`config.mk`:
```
export PLATFORM = sky130hd
export DESIGN_NAME = seq_match_engine
export DESIGN_NICKNAME = d
export VERILOG_FILES = /design/src/rtl/seq_match_engine.sv
export SDC_FILE = /design/constraint.sdc
export NUM_CORES = 1
export LEC_CHECK = 0
export ABC_CLOCK_PERIOD_IN_PS = 6700
export BUFFER_PORTS_ARGS = -buffer_cell sky130_fd_sc_hd__buf_2
export CORE_ASPECT_RATIO = 1.4
export CORE_MARGIN = 2
export CORE_UTILIZATION = 29
export DETAILED_ROUTE_END_ITERATION = 10
export PLACE_DENSITY_LB_ADDON = 0.15
export REMOVE_ABC_BUFFERS = 1
export SETUP_SLACK_MARGIN = 0.05
export SLEW_MARGIN = 20
export SYNTH_ARGS = -nofsm -noshare
export SYNTH_HDL_FRONTEND = slang
export SYNTH_SLANG_ARGS = --single-unit
```
`constraint.sdc`:
```
create_clock -name clock_50 -period 6.7 [get_ports clock_50]
set_clock_uncertainty 0.2 [all_clocks]
set_input_delay 0.67 -clock clock_50 [delete_from_list [all_inputs] [get_ports clock_50]]
set_output_delay 0.67 -clock clock_50 [all_outputs]
set_load 0.02 [all_outputs]
```
`src/rtl/seq_match_engine.sv`:
```
// Memory-sequence game core: plays a growing pattern, checks each press live, handles timeout.
// Optional replay-once-per-round support is compiled in with `define SEQ_REPLAY_EN.
module seq_match_engine #(
    parameter int N_BTN     = 4,
    parameter int DEPTH     = 16,
    parameter int TIMEOUT_S = 10,
    localparam int AW       = $clog2(DEPTH),
    localparam int TW       = $clog2(TIMEOUT_S + 1)
) (
    input  logic             clock_50,
    input  logic             reset,
    input  logic             start,
    input  logic [AW:0]      target_rounds,
    input  logic             step_tick,
    input  logic             sec_tick,
    input  logic [N_BTN-1:0] btn,
`ifdef SEQ_REPLAY_EN
    input  logic             replay,
`endif
    output logic [AW-1:0]    pat_addr,
    input  logic [N_BTN-1:0] pat_data,
    output logic [N_BTN-1:0] leds,
    output logic [AW:0]      round,
    output logic [TW-1:0]    time_left,
    output logic             busy,
    output logic             win,
    output logic             fail,
    output logic             fail_timeout
);

    localparam logic [AW:0]   DEPTH_V = (AW + 1)'(DEPTH);
    localparam logic [TW-1:0] TMO_V   = TW'(TIMEOUT_S);

    typedef enum logic [2:0] {
        S_IDLE, S_GAP, S_ON, S_WAIT, S_OK, S_WIN, S_FAIL
    } state_t;

    state_t        state_q, state_d;
    logic [AW-1:0] i_q, i_d, j_q, j_d;
    logic [AW:0]   round_q, round_d, tgt_q, tgt_d;
    logic [TW-1:0] tl_q, tl_d;
    logic          win_q, win_d, fail_q, fail_d, fto_q, fto_d;
    logic          press, hit;
`ifdef SEQ_REPLAY_EN
    logic          rp_q, rp_d;
`endif

    assign press = (btn != '0);
    // A press only counts as correct when exactly one button matches the ROM entry.
    assign hit   = press && $onehot(btn) && (btn == pat_data);

    always_comb begin
        state_d = state_q;
        i_d     = i_q;
        j_d     = j_q;
        round_d = round_q;
        tgt_d   = tgt_q;
        tl_d    = tl_q;
        win_d   = win_q;
        fail_d  = fail_q;
        fto_d   = fto_q;
`ifdef SEQ_REPLAY_EN
        rp_d    = rp_q;
`endif
        case (state_q)
            S_IDLE, S_WIN, S_FAIL: begin
                if (start) begin
                    state_d = S_GAP;
                    round_d = '0;
                    i_d     = '0;
                    win_d   = 1'b0;
                    fail_d  = 1'b0;
                    fto_d   = 1'b0;
                    tgt_d   = (target_rounds == '0 || target_rounds > DEPTH_V) ? DEPTH_V : target_rounds;
`ifdef SEQ_REPLAY_EN
                    rp_d    = 1'b1;
`endif
                end
            end
            S_GAP: if (step_tick) state_d = S_ON;
            S_ON: begin
                if (step_tick) begin
                    if ({1'b0, i_q} == round_q) begin
                        state_d = S_WAIT;
                        j_d     = '0;
                        tl_d    = TMO_V;
                    end else begin
                        i_d     = i_q + 1'b1;
                        state_d = S_GAP;
                    end
                end
            end
            S_WAIT: begin
                // A press in the same cycle as sec_tick wins; the tick is dropped.
                if (press) begin
                    if (!hit) begin
                        state_d = S_FAIL;
                        fail_d  = 1'b1;
                    end else if ({1'b0, j_q} == round_q) begin
                        state_d = S_OK;
                    end else begin
                        j_d  = j_q + 1'b1;
                        tl_d = TMO_V;
                    end
`ifdef SEQ_REPLAY_EN
                end else if (replay && rp_q && j_q == '0) begin
                    state_d = S_GAP;
                    i_d     = '0;
                    rp_d    = 1'b0;
`endif
                end else if (sec_tick && tl_q != '0) begin
                    tl_d = tl_q - 1'b1;
                    if (tl_q == TW'(1)) begin
                        state_d = S_FAIL;
                        fail_d  = 1'b1;
                        fto_d   = 1'b1;
                    end
                end
            end
            S_OK: begin
                round_d = round_q + 1'b1;
`ifdef SEQ_REPLAY_EN
                rp_d    = 1'b1;
`endif
                if ((round_q + 1'b1) == tgt_q) begin
                    state_d = S_WIN;
                    win_d   = 1'b1;
                end else begin
                    i_d     = '0;
                    state_d = S_GAP;
                end
            end
            default: state_d = S_IDLE;
        endcase
    end

    always_ff @(posedge clock_50) begin
        if (reset) begin
            state_q <= S_IDLE;
            i_q     <= '0;
            j_q     <= '0;
            round_q <= '0;
            tgt_q   <= '0;
            tl_q    <= '0;
            win_q   <= 1'b0;
            fail_q  <= 1'b0;
            fto_q   <= 1'b0;
`ifdef SEQ_REPLAY_EN
            rp_q    <= 1'b0;
`endif
        end else begin
            state_q <= state_d;
            i_q     <= i_d;
            j_q     <= j_d;
            round_q <= round_d;
            tgt_q   <= tgt_d;
            tl_q    <= tl_d;
            win_q   <= win_d;
            fail_q  <= fail_d;
            fto_q   <= fto_d;
`ifdef SEQ_REPLAY_EN
            rp_q    <= rp_d;
`endif
        end
    end

    // ROM is combinational, so address and LEDs follow the registered state directly.
    assign pat_addr     = (state_q == S_WAIT) ? j_q : i_q;
    assign leds         = (state_q == S_ON) ? pat_data : '0;
    assign busy         = (state_q == S_GAP) || (state_q == S_ON) ||
                          (state_q == S_WAIT) || (state_q == S_OK);
    assign round        = round_q;
    assign time_left    = tl_q;
    assign win          = win_q;
    assign fail         = fail_q;
    assign fail_timeout = fto_q;

endmodule

```
==> results of run 1 <==
power breakdown:
part | total, mW | internal [mW] | switching (mW)
clock | 0.110 | 0.0528 | 0.0575
sequential | 0.225 | 0.188 | 0.0361
combinational | 0.280 | 0.113 | 0.167
worst max-delay path, stage by stage:
cell and delay, ns:
buf_2 0.09, inv_1 0.06, fa_1 0.53, inv_1 0.04
ha_1 0.17, ha_1 0.27, nor3b_1 0.20, nand4_1 0.22
nor3_1 0.43, a21bo_2 0.27, a31oi_1 0.09, o211a_1 0.23
cell usage in the layout (no fill, tap or decap), types with 4 or more instances in the layout:
cell type and count:
or3_1 5, buf_2 38, dfxtp_1 28, nand4_1 4
ha_1 9, mux2_2 5, nor2_1 13, a21oi_1 20
nand3b_1 6, xnor2_1 13, nand3_1 6, o211a_1 4
nand2_1 17, o21ai_0 10, xor2_1 9, nor3_1 5
nor2b_1 4, clkbuf_8 4, inv_1 15, and2_1 7
flip-flops by register name, indices dropped and copies added (netlist names):
register,cells
round,5
fail,1
j_q,4
tgt_q,5
win,1
i_q,4
fail_timeout,1
state_q,3
time_left,4
routing by layer:
layer | up-vias | GRT usage (%)
li1 | 887 | -
met1 | 784 | 15.8
met2 | 42 | 23.5
met3 | 7 | 1.18
met4 | 0 | 5.59
met5 | - | 0
area by class of cell:
cell class | instances | area [µm²]
Inverter | 16 | 60.1
Fill cell | 699 | 4350
Multi-Input combinational cell | 179 | 1280
Sequential cell | 28 | 561
Clock buffer | 4 | 55.1
Tap cell | 92 | 115
Timing Repair Buffer | 38 | 190
worst min-delay path by stage:
stage | from | end | slack (ns)
4_1_cts | win | win | 0.27
3_3_place_gp | win | win | 0.25
5_1_grt | win | win | 0.29
6_report | win | win | 0.27
3_5_place_dp | win | win | 0.25
2_1_floorplan | tgt_q[1] | tgt_q[1] | 0.24
cell families after synthesis:
family / count (synthesis) / synth area share [%]
fa+ha+maj: 10 / 6.68
simple gates: 85 / 25.9
compound gates: 53 / 17.2
flops: 28 / 28.2
buf+inv: 27 / 7.43
mux: 9 / 4.91
xor+xnor: 22 / 9.70
==> impl_results.html, run 1 <==
<table>
<tr><th>Metric</th><th>Value</th></tr>
<tr><th colspan="2">CTS</th></tr>
<tr><td>Number of gates resized after cts</td><td>0</td></tr>
<tr><td>Cell at the root of the clock tree</td><td>clkbuf_8</td></tr>
<tr><td>Total clock sinks</td><td>28</td></tr>
<tr><td>Hold-fix buffer count after cts</td><td>0</td></tr>
<tr><td>Insertion delay of the later-clocked pin in the worst-skew pair</td><td>a little under 0.3 ns</td></tr>
<tr><td>Buffer levels on the longest clock path</td><td>2</td></tr>
<tr><td>CTS tree</td><td>done</td></tr>
<tr><td>H-tree Lvls</td><td>1</td></tr>
<tr><td>Buffers inserted by post-CTS timing repair</td><td>0</td></tr>
<tr><td>Total CTS buffers</td><td>3</td></tr>
<tr><td>Post-CTS clock slew at the launch and capture registers of the worst setup and hold paths</td><td>about 0.10 ns</td></tr>
<tr><th colspan="2">Drt</th></tr>
<tr><td>Number of vias in the routed layout</td><td>1,720</td></tr>
<tr><td>Wire length per cell</td><td>approximately 14 µm</td></tr>
<tr><td>Via density per instance</td><td>about 4.8</td></tr>
<tr><td>Wire length on met2</td><td>2470 µm</td></tr>
<tr><td>Number of nets with antenna violations after routing</td><td>0</td></tr>
<tr><td>Pre-Repair DR Iteration Count</td><td>4</td></tr>
<tr><td>Routed met3 length</td><td>170 µm</td></tr>
<tr><td>Top sig layer</td><td>met4</td></tr>
<tr><td>Met1 Routed Length</td><td>roughly 2100 µm</td></tr>
<tr><td>Routed wire length</td><td>about 4900 µm</td></tr>
<tr><td>Violation count after the first detailed-route iteration</td><td>70</td></tr>
<tr><td>Number of remaining DRC errors</td><td>0</td></tr>
<tr><th colspan="2">Synth</th></tr>
<tr><td>Share of the synthesized area in the top cell type</td><td>28.2%</td></tr>
<tr><td>Cells after synthesis</td><td>roughly 230</td></tr>
<tr><td>Fraction of the yosys area taken by sequential cells</td><td>28.2%</td></tr>
<tr><td>Top cell types by occurrence after synthesis</td><td>28 x dfxtp_1, 20 x a21oi_1, 17 x nand2_1, 15 x inv_1</td></tr>
<tr><td>Post-synthesis instance area</td><td>between 1500 and 2000 µm²</td></tr>
<tr><td>Cell accounting for the most synthesized area</td><td>dfxtp_1</td></tr>
<tr><td>Syn. warnings</td><td>0</td></tr>
<tr><td>Count of flip-flops with a built-in enable after synthesis</td><td>0</td></tr>
<tr><td>Yosys cell types</td><td>48</td></tr>
<tr><td>Async S/R FF share, synth</td><td>0%</td></tr>
<tr><td>Flip-flop and latch count after synthesis</td><td>28</td></tr>
<tr><td>Top flip-flop cell by instance count after synthesis</td><td>dfxtp_1</td></tr>
<tr><td>Most common cell in the synthesized netlist</td><td>dfxtp_1</td></tr>
<tr><td>Largest cells by area after synthesis</td><td>dfxtp_1 28%, xnor2_1 5.7%, ha_1 5.7%, a21oi_1 5.0%, xor2_1 4.0%</td></tr>
<tr><td>Avg Inst Size Synth</td><td>between 8 and 9 µm²</td></tr>
<tr><th colspan="2">Setup path</th></tr>
<tr><td>Worst R2R Setup Slack</td><td>between 4 and 5 ns</td></tr>
<tr><td>Worst R2R End</td><td>j_q[3]</td></tr>
<tr><td>Capturing instance or port of the critical path</td><td>time_left[2]</td></tr>
<tr><td>CP Data Required Time</td><td>roughly 6.7 ns</td></tr>
<tr><td>Startpoint of the most critical register-to-register path</td><td>state_q[1]</td></tr>
<tr><td>Sort of element at the end of the critical path</td><td>flop</td></tr>
<tr><td>Launch point of the worst path</td><td>btn[0]</td></tr>
<tr><td>R2r worst-path depth</td><td>6</td></tr>
<tr><td>Setup Crit Path Kind</td><td>in -&gt; reg</td></tr>
<tr><td>Element type at the critical path start</td><td>input port</td></tr>
<tr><td>Data arrival time of the critical path</td><td>approximately 3.3 ns</td></tr>
<tr><td>Worst-path maximum fanout</td><td>6</td></tr>
<tr><th colspan="2">Placement</th></tr>
<tr><td>Number of I/O port buffers</td><td>38</td></tr>
<tr><td>Weighted congestion reported at the end of routability-driven placement</td><td>roughly 0.75</td></tr>
<tr><td>DPL Wire Length</td><td>about 3800 µm</td></tr>
<tr><td># placed instances</td><td>roughly 350</td></tr>
<tr><td>Pre-CTS WS</td><td>about 3.1 ns</td></tr>
<tr><td>Area post-placement</td><td>around 2200 µm²</td></tr>
<tr><th colspan="2">Die</th></tr>
<tr><td>Initial core utilization</td><td>30.0%</td></tr>
<tr><td>Total die area</td><td>between 7000 and 8000 µm²</td></tr>
<tr><td>Core region area</td><td>6610 µm²</td></tr>
<tr><td>Horizontal die dimension</td><td>74.0 µm</td></tr>
<tr><td>Number of I/O pins</td><td>39</td></tr>
<tr><td>Count of standard-cell rows</td><td>35</td></tr>
<tr><td>Height of the die</td><td>102 µm</td></tr>
<tr><th colspan="2">Min path</th></tr>
<tr><td>Worst Hold Path Cells</td><td>2</td></tr>
<tr><td>Hold crit path type</td><td>reg -&gt; reg</td></tr>
<tr><th colspan="2">Status</th></tr>
<tr><td>Status</td><td>completed</td></tr>
<tr><th colspan="2">Cells and area</th></tr>
<tr><td>Fin nets</td><td>around 290</td></tr>
<tr><td>Cell area after layout</td><td>between 2000 and 2500 µm²</td></tr>
<tr><td>Share of layout cells above drive strength 1</td><td>22.3%</td></tr>
<tr><td>Layout Utilization</td><td>34.2%</td></tr>
<tr><td>Area delta synth-&gt;final</td><td>13.7%</td></tr>
<tr><td>Total inserted antenna cells</td><td>0</td></tr>
<tr><td>Number of non-filler instances in the completed layout</td><td>357</td></tr>
<tr><th colspan="2">Power</th></tr>
<tr><td>Post-route total power</td><td>just over 600 µW</td></tr>
<tr><td>Peak ir drop on the vdd network</td><td>approximately 130 µV</td></tr>
<tr><td>Power per Cell Area</td><td>roughly 270 nW/µm²</td></tr>
<tr><td>Standby leakage power</td><td>just under 1 nW</td></tr>
<tr><th colspan="2">GRT</th></tr>
<tr><td>Leftover overflow at the end of global routing</td><td>0</td></tr>
<tr><td>Number of global-route vias before repair</td><td>between 1,500 and 2,000</td></tr>
<tr><td>GRT Resource Usage Total</td><td>13.2%</td></tr>
<tr><td>Antenna violations before repair</td><td>0</td></tr>
<tr><td>Wire length of the first global-routing pass</td><td>just under 8000 µm</td></tr>
<tr><td>Pin count of the biggest net entering global routing</td><td>25</td></tr>
<tr><th colspan="2">Timing</th></tr>
<tr><td>Worst slew pin tran</td><td>approximately 0.6 ns</td></tr>
<tr><td>Number of endpoints failing setup at the final stage</td><td>0</td></tr>
<tr><td>Max-slew violation total from the final report</td><td>0</td></tr>
<tr><td>Final hold slack</td><td>0.271 ns</td></tr>
<tr><td>Total Negative Setup Slacks</td><td>0 ns</td></tr>
<tr><td>Number of failing hold endpoints at the final stage</td><td>0</td></tr>
<tr><td>Min cycle time layout</td><td>3.29 ns</td></tr>
<tr><td>Headroom to the max-slew limit</td><td>roughly 60%</td></tr>
<tr><td>Smallest setup slack after layout</td><td>approximately 3.4 ns</td></tr>
<tr><td>Maximum frequency from static timing analysis</td><td>around 300 MHz</td></tr>
<tr><td>Final critical-path share of the clock period</td><td>between 40% and 50%</td></tr>
<tr><td>Unrepaired setup endpoints after global routing</td><td>false</td></tr>
<tr><th colspan="2">Job</th></tr>
<tr><td>Max-cap violations</td><td>0</td></tr>
</table>
Power figures use the tool's default switching activity.
==> run 2: changes to the inputs <==
--- a/config.mk
+++ b/config.mk
@@ -5,7 +5,8 @@
 export SDC_FILE = /design/constraint.sdc
 export NUM_CORES = 1
 export LEC_CHECK = 0
-export ABC_CLOCK_PERIOD_IN_PS = 6700
+export ABC_AREA = 1
+export ABC_CLOCK_PERIOD_IN_PS = 3000
 export BUFFER_PORTS_ARGS = -buffer_cell sky130_fd_sc_hd__buf_2
 export CORE_ASPECT_RATIO = 1.4
 export CORE_MARGIN = 2
==> constraint.sdc (replaced) <==
create_clock -name clock_50 -period 3 [get_ports clock_50]
set_clock_uncertainty 0.2 [all_clocks]
set_input_delay 0.3 -clock clock_50 [delete_from_list [all_inputs] [get_ports clock_50]]
set_output_delay 0.3 -clock clock_50 [all_outputs]
set_load 0.02 [all_outputs]
==> impl_results.html, run 2 <==
<table>
<tr><th>Metric</th><th>Value</th></tr>
<tr><th colspan="2">Setup path</th></tr>
<tr><td>Worst-path maximum fanout</td><td>6 (unchanged)</td></tr>
<tr><td>Setup Crit Path Kind</td><td>in -&gt; reg</td></tr>
<tr><td>Worst R2R End</td><td>i_q[3]</td></tr>
<tr><td>Slowest cell on crit path</td><td>fa_1</td></tr>
<tr><td>Count of buffer and inverter cells on the critical path</td><td>3 (unchanged)</td></tr>
<tr><td>R2r worst-path depth</td><td>9 (+3)</td></tr>
<tr><td>Critical Path Max Stage Delay</td><td>0.54 ns (about the same)</td></tr>
<tr><td>Data arrival time of the critical path</td><td>2.54 ns (-0.73 ns)</td></tr>
<tr><td>Worst R2R Setup Slack</td><td>0.95 ns (-3.36 ns)</td></tr>
<tr><td>Sort of element at the end of the critical path</td><td>flop</td></tr>
<tr><td>Crit path max-delay family</td><td>simple AND/OR/NAND/NOR gates</td></tr>
<tr><td>Crit-path cells</td><td>buf_2, inv_1, fa_1, inv_1, ha_1, ha_1, nor2_1, nand2_1, nor2_1, nand3_1, nand2_1, nand3_2, nand2_1, nand2_1, nor2_1</td></tr>
<tr><td>Element type at the critical path start</td><td>input port</td></tr>
<tr><td>CP Data Required Time</td><td>3.02 ns (-3.66 ns)</td></tr>
<tr><td>Most repeated library cell on the critical path</td><td>nand2_1</td></tr>
<tr><td>Startpoint of the most critical register-to-register path</td><td>round[0]</td></tr>
<tr><th colspan="2">Cells and area</th></tr>
<tr><td>Fin nets</td><td>388 (+32%)</td></tr>
<tr><td>Number of non-filler instances in the completed layout</td><td>454 (+27%)</td></tr>
<tr><td>Area delta synth-&gt;final</td><td>15.5%</td></tr>
<tr><td>Layout Utilization</td><td>34.8% (+0.59 points)</td></tr>
<tr><td>Most common library cell in the layout ignoring fill and taps</td><td>nand2_1</td></tr>
<tr><td>Share of layout cells above drive strength 1</td><td>21.7% (-0.54 points)</td></tr>
<tr><td>Total inserted antenna cells</td><td>0 (unchanged)</td></tr>
<tr><td>Top library cells by usage in the layout, fill and taps aside</td><td>95 x nand2_1, 40 x inv_1, 38 x buf_2</td></tr>
<tr><td>Cell area after layout</td><td>2430 µm² (+7.4%)</td></tr>
<tr><th colspan="2">Job</th></tr>
<tr><td>Max-cap violations</td><td>0 (unchanged)</td></tr>
<tr><th colspan="2">Placement</th></tr>
<tr><td># placed instances</td><td>450 (+27%)</td></tr>
<tr><td>Number of I/O port buffers</td><td>38 (unchanged)</td></tr>
<tr><td>DPL Wire Length</td><td>4430 µm (+17%)</td></tr>
<tr><td>Area post-placement</td><td>2370 µm² (+7.6%)</td></tr>
<tr><td>Weighted congestion reported at the end of routability-driven placement</td><td>0.781 (+4.6%)</td></tr>
<tr><th colspan="2">Die</th></tr>
<tr><td>Core region area</td><td>6980 µm² (+5.6%)</td></tr>
<tr><td>Height of the die</td><td>105 µm (+2.7%)</td></tr>
<tr><td>Number of I/O pins</td><td>39 (unchanged)</td></tr>
<tr><td>Total die area</td><td>7950 µm² (+5.5%)</td></tr>
<tr><td>Count of standard-cell rows</td><td>36 (+2.9%)</td></tr>
<tr><td>Initial core utilization</td><td>30.1% (+0.042 points)</td></tr>
<tr><td>Horizontal die dimension</td><td>75.9 µm (+2.7%)</td></tr>
<tr><th colspan="2">CTS</th></tr>
<tr><td>H-tree Lvls</td><td>1 (unchanged)</td></tr>
<tr><td>Cell at the root of the clock tree</td><td>clkbuf_8</td></tr>
<tr><td>CTS tree</td><td>done</td></tr>
<tr><td>Hold-fix buffer count after cts</td><td>0 (unchanged)</td></tr>
<tr><td>Insertion delay of the later-clocked pin in the worst-skew pair</td><td>0.28 ns (about the same)</td></tr>
<tr><td>Buffers inserted by post-CTS timing repair</td><td>0 (unchanged)</td></tr>
<tr><td>Post-CTS clock slew at the launch and capture registers of the worst setup and hold paths</td><td>0.10 ns (about the same)</td></tr>
<tr><td>Buffer levels on the longest clock path</td><td>2 (unchanged)</td></tr>
<tr><td>Number of gates resized after cts</td><td>0 (unchanged)</td></tr>
<tr><td>Total clock sinks</td><td>28 (unchanged)</td></tr>
<tr><td>Total CTS buffers</td><td>3 (unchanged)</td></tr>
<tr><th colspan="2">Synth</th></tr>
<tr><td>Post-synthesis instance area</td><td>2100 µm² (+5.7%)</td></tr>
<tr><td>Most common cell in the synthesized netlist</td><td>nand2_1</td></tr>
<tr><td>Top cell types by occurrence after synthesis</td><td>95 x nand2_1, 40 x inv_1, 28 x dfxtp_1, 28 x nor2_1, 22 x a21oi_1</td></tr>
<tr><td>Cells after synthesis</td><td>324 (+38%)</td></tr>
<tr><td>Avg Inst Size Synth</td><td>6.48 µm² (-24%)</td></tr>
<tr><td>Async S/R FF share, synth</td><td>0% (unchanged)</td></tr>
<tr><td>Flip-flop and latch count after synthesis</td><td>28 (unchanged)</td></tr>
<tr><td>Largest cells by area after synthesis</td><td>dfxtp_1 27%, nand2_1 17%, inv_1 7.1%, ha_1 5.4%, a21oi_1 5.2%</td></tr>
<tr><td>Top flip-flop cell by instance count after synthesis</td><td>dfxtp_1</td></tr>
<tr><td>Syn. warnings</td><td>0 (unchanged)</td></tr>
<tr><td>Fraction of the yosys area taken by sequential cells</td><td>26.7% (-1.5 points)</td></tr>
<tr><td>Yosys cell types</td><td>32 (-33%)</td></tr>
<tr><td>Count of flip-flops with a built-in enable after synthesis</td><td>0 (unchanged)</td></tr>
<tr><td>Share of the synthesized area in the top cell type</td><td>26.7% (-1.5 points)</td></tr>
<tr><td>Cell accounting for the most synthesized area</td><td>dfxtp_1</td></tr>
<tr><th colspan="2">Drt</th></tr>
<tr><td>Pre-Repair DR Iteration Count</td><td>4 (unchanged)</td></tr>
<tr><td>Via density per instance</td><td>4.59 (-4.8%)</td></tr>
<tr><td>Violation count after the first detailed-route iteration</td><td>86 (+23%)</td></tr>
<tr><td>Wire length per cell</td><td>12.0 µm (-12%)</td></tr>
<tr><td>Number of nets with antenna violations after routing</td><td>0 (unchanged)</td></tr>
<tr><td>Routed wire length</td><td>5470 µm (+12%)</td></tr>
<tr><td>Number of remaining DRC errors</td><td>0 (unchanged)</td></tr>
<tr><td>Number of vias in the routed layout</td><td>2,083 (+21%)</td></tr>
<tr><th colspan="2">Min path</th></tr>
<tr><td>Worst hold start</td><td>target_rounds[0]</td></tr>
<tr><td>Worst Hold Path Cells</td><td>3 (+1)</td></tr>
<tr><td>Worst-case hold path end point</td><td>tgt_q[0]</td></tr>
<tr><td>Hold crit path type</td><td>in -&gt; reg</td></tr>
<tr><th colspan="2">Power</th></tr>
<tr><td>Peak ir drop on the vdd network</td><td>248 µV (+95%)</td></tr>
<tr><td>Standby leakage power</td><td>1.18 nW (+19%)</td></tr>
<tr><td>Power per Cell Area</td><td>608 nW/µm² (+120%)</td></tr>
<tr><th colspan="2">Timing</th></tr>
<tr><td>Number of failing hold endpoints at the final stage</td><td>0 (unchanged)</td></tr>
<tr><td>Max-slew violation total from the final report</td><td>0 (unchanged)</td></tr>
<tr><td>Min cycle time layout</td><td>roughly 2.5 ns</td></tr>
<tr><td>Final hold slack</td><td>0.0850 ns (-0.186 ns)</td></tr>
<tr><td>Number of endpoints failing setup at the final stage</td><td>0 (unchanged)</td></tr>
<tr><td>Worst slew pin tran</td><td>0.530 ns (-0.0718 ns)</td></tr>
<tr><td>Final critical-path share of the clock period</td><td>between 80% and 90%</td></tr>
<tr><td>Maximum frequency from static timing analysis</td><td>between 300 and 400 MHz</td></tr>
<tr><td>Headroom to the max-slew limit</td><td>64.3% (+4.6 points)</td></tr>
<tr><td>Total Negative Setup Slacks</td><td>0 ns (unchanged)</td></tr>
<tr><td>Unrepaired setup endpoints after global routing</td><td>false</td></tr>
<tr><th colspan="2">GRT</th></tr>
<tr><td>Leftover overflow at the end of global routing</td><td>0 (unchanged)</td></tr>
<tr><td>GRT Resource Usage Total</td><td>14.1% (+0.96 points)</td></tr>
<tr><td>Wire length of the first global-routing pass</td><td>9100 µm (+18%)</td></tr>
<tr><td>Antenna violations before repair</td><td>0 (unchanged)</td></tr>
<tr><td>Number of global-route vias before repair</td><td>2,010 (+23%)</td></tr>
<tr><td>Pin count of the biggest net entering global routing</td><td>17 (-32%)</td></tr>
<tr><th colspan="2">Status</th></tr>
<tr><td>Status</td><td>completed</td></tr>
</table>
run 2: changes by cell type in the layout (fill, tap and decap cells not counted), sizes merged, moves of 7 or more:
cell   change
nand2     +84
nand4      +8
xnor2      -8
nand3     +20
inv       +32
nor2      +25
and2       -7
run 2: cells by family after synthesis:
kind of cell,after synthesis,share of synthesized area (%)
compound gates,37,10.1
xor+xnor,12,5.00
simple gates,182,41.5
buf+inv,55,10.4
fa+ha+maj,10,6.31
flops,28,26.7
run 2: area by class of cell:
| class | count | area (µm²) |
|---|---|---|
| Multi-Input combinational cell | 241 | 1320 |
| Sequential cell | 28 | 561 |
| Timing Repair Buffer | 38 | 190 |
| Inverter | 48 | 180 |
| Fill cell | 792 | 4550 |
| Clock buffer | 4 | 55.1 |
| Tap cell | 95 | 119 |
run 2: worst max-delay path by stage:
stage / start / to / slack (ns) / cells after the start
after floorplan: btn[0] / j_q[0] / 0.48 / 13
after detailed placement: btn[0] / j_q[0] / 0.17 / 15
after CTS: btn[0] / j_q[0] / 0.47 / 15
after global placement: btn[0] / j_q[0] / 0.22 / 15
final: btn[0] / j_q[0] / 0.48 / 15
after global routing: btn[0] / j_q[0] / 0.25 / 15
run 2: power by group:
group	internal [mW]	leakage (nW)	switching [mW]
Combinational	0.249	0.925	0.475
Sequential	0.433	0.228	0.0789
Clock	0.118	0.0288	0.122
run 2: worst min-delay path: stages:
cell and delay, ns:
buf_2 0.10, nand3_1 0.07, a21oi_1 0.05
run 2: layer usage:
layer	share of wire [%]	GRT usage (%)	vias up
met5	0	0	-
met4	1.8	4.94	0
met3	3.4	1.73	6
met2	52	27.6	41
met1	42	15.5	937
li1	-	-	1099
run 2: through the flow:
stage	power, mW	setup WS, ns
finish	1.48	0.481
global route	1.61	0.251
CTS	1.50	0.475
detailed placement	1.26	0.174
global placement	1.25	0.225
floorplan	1.05	0.482
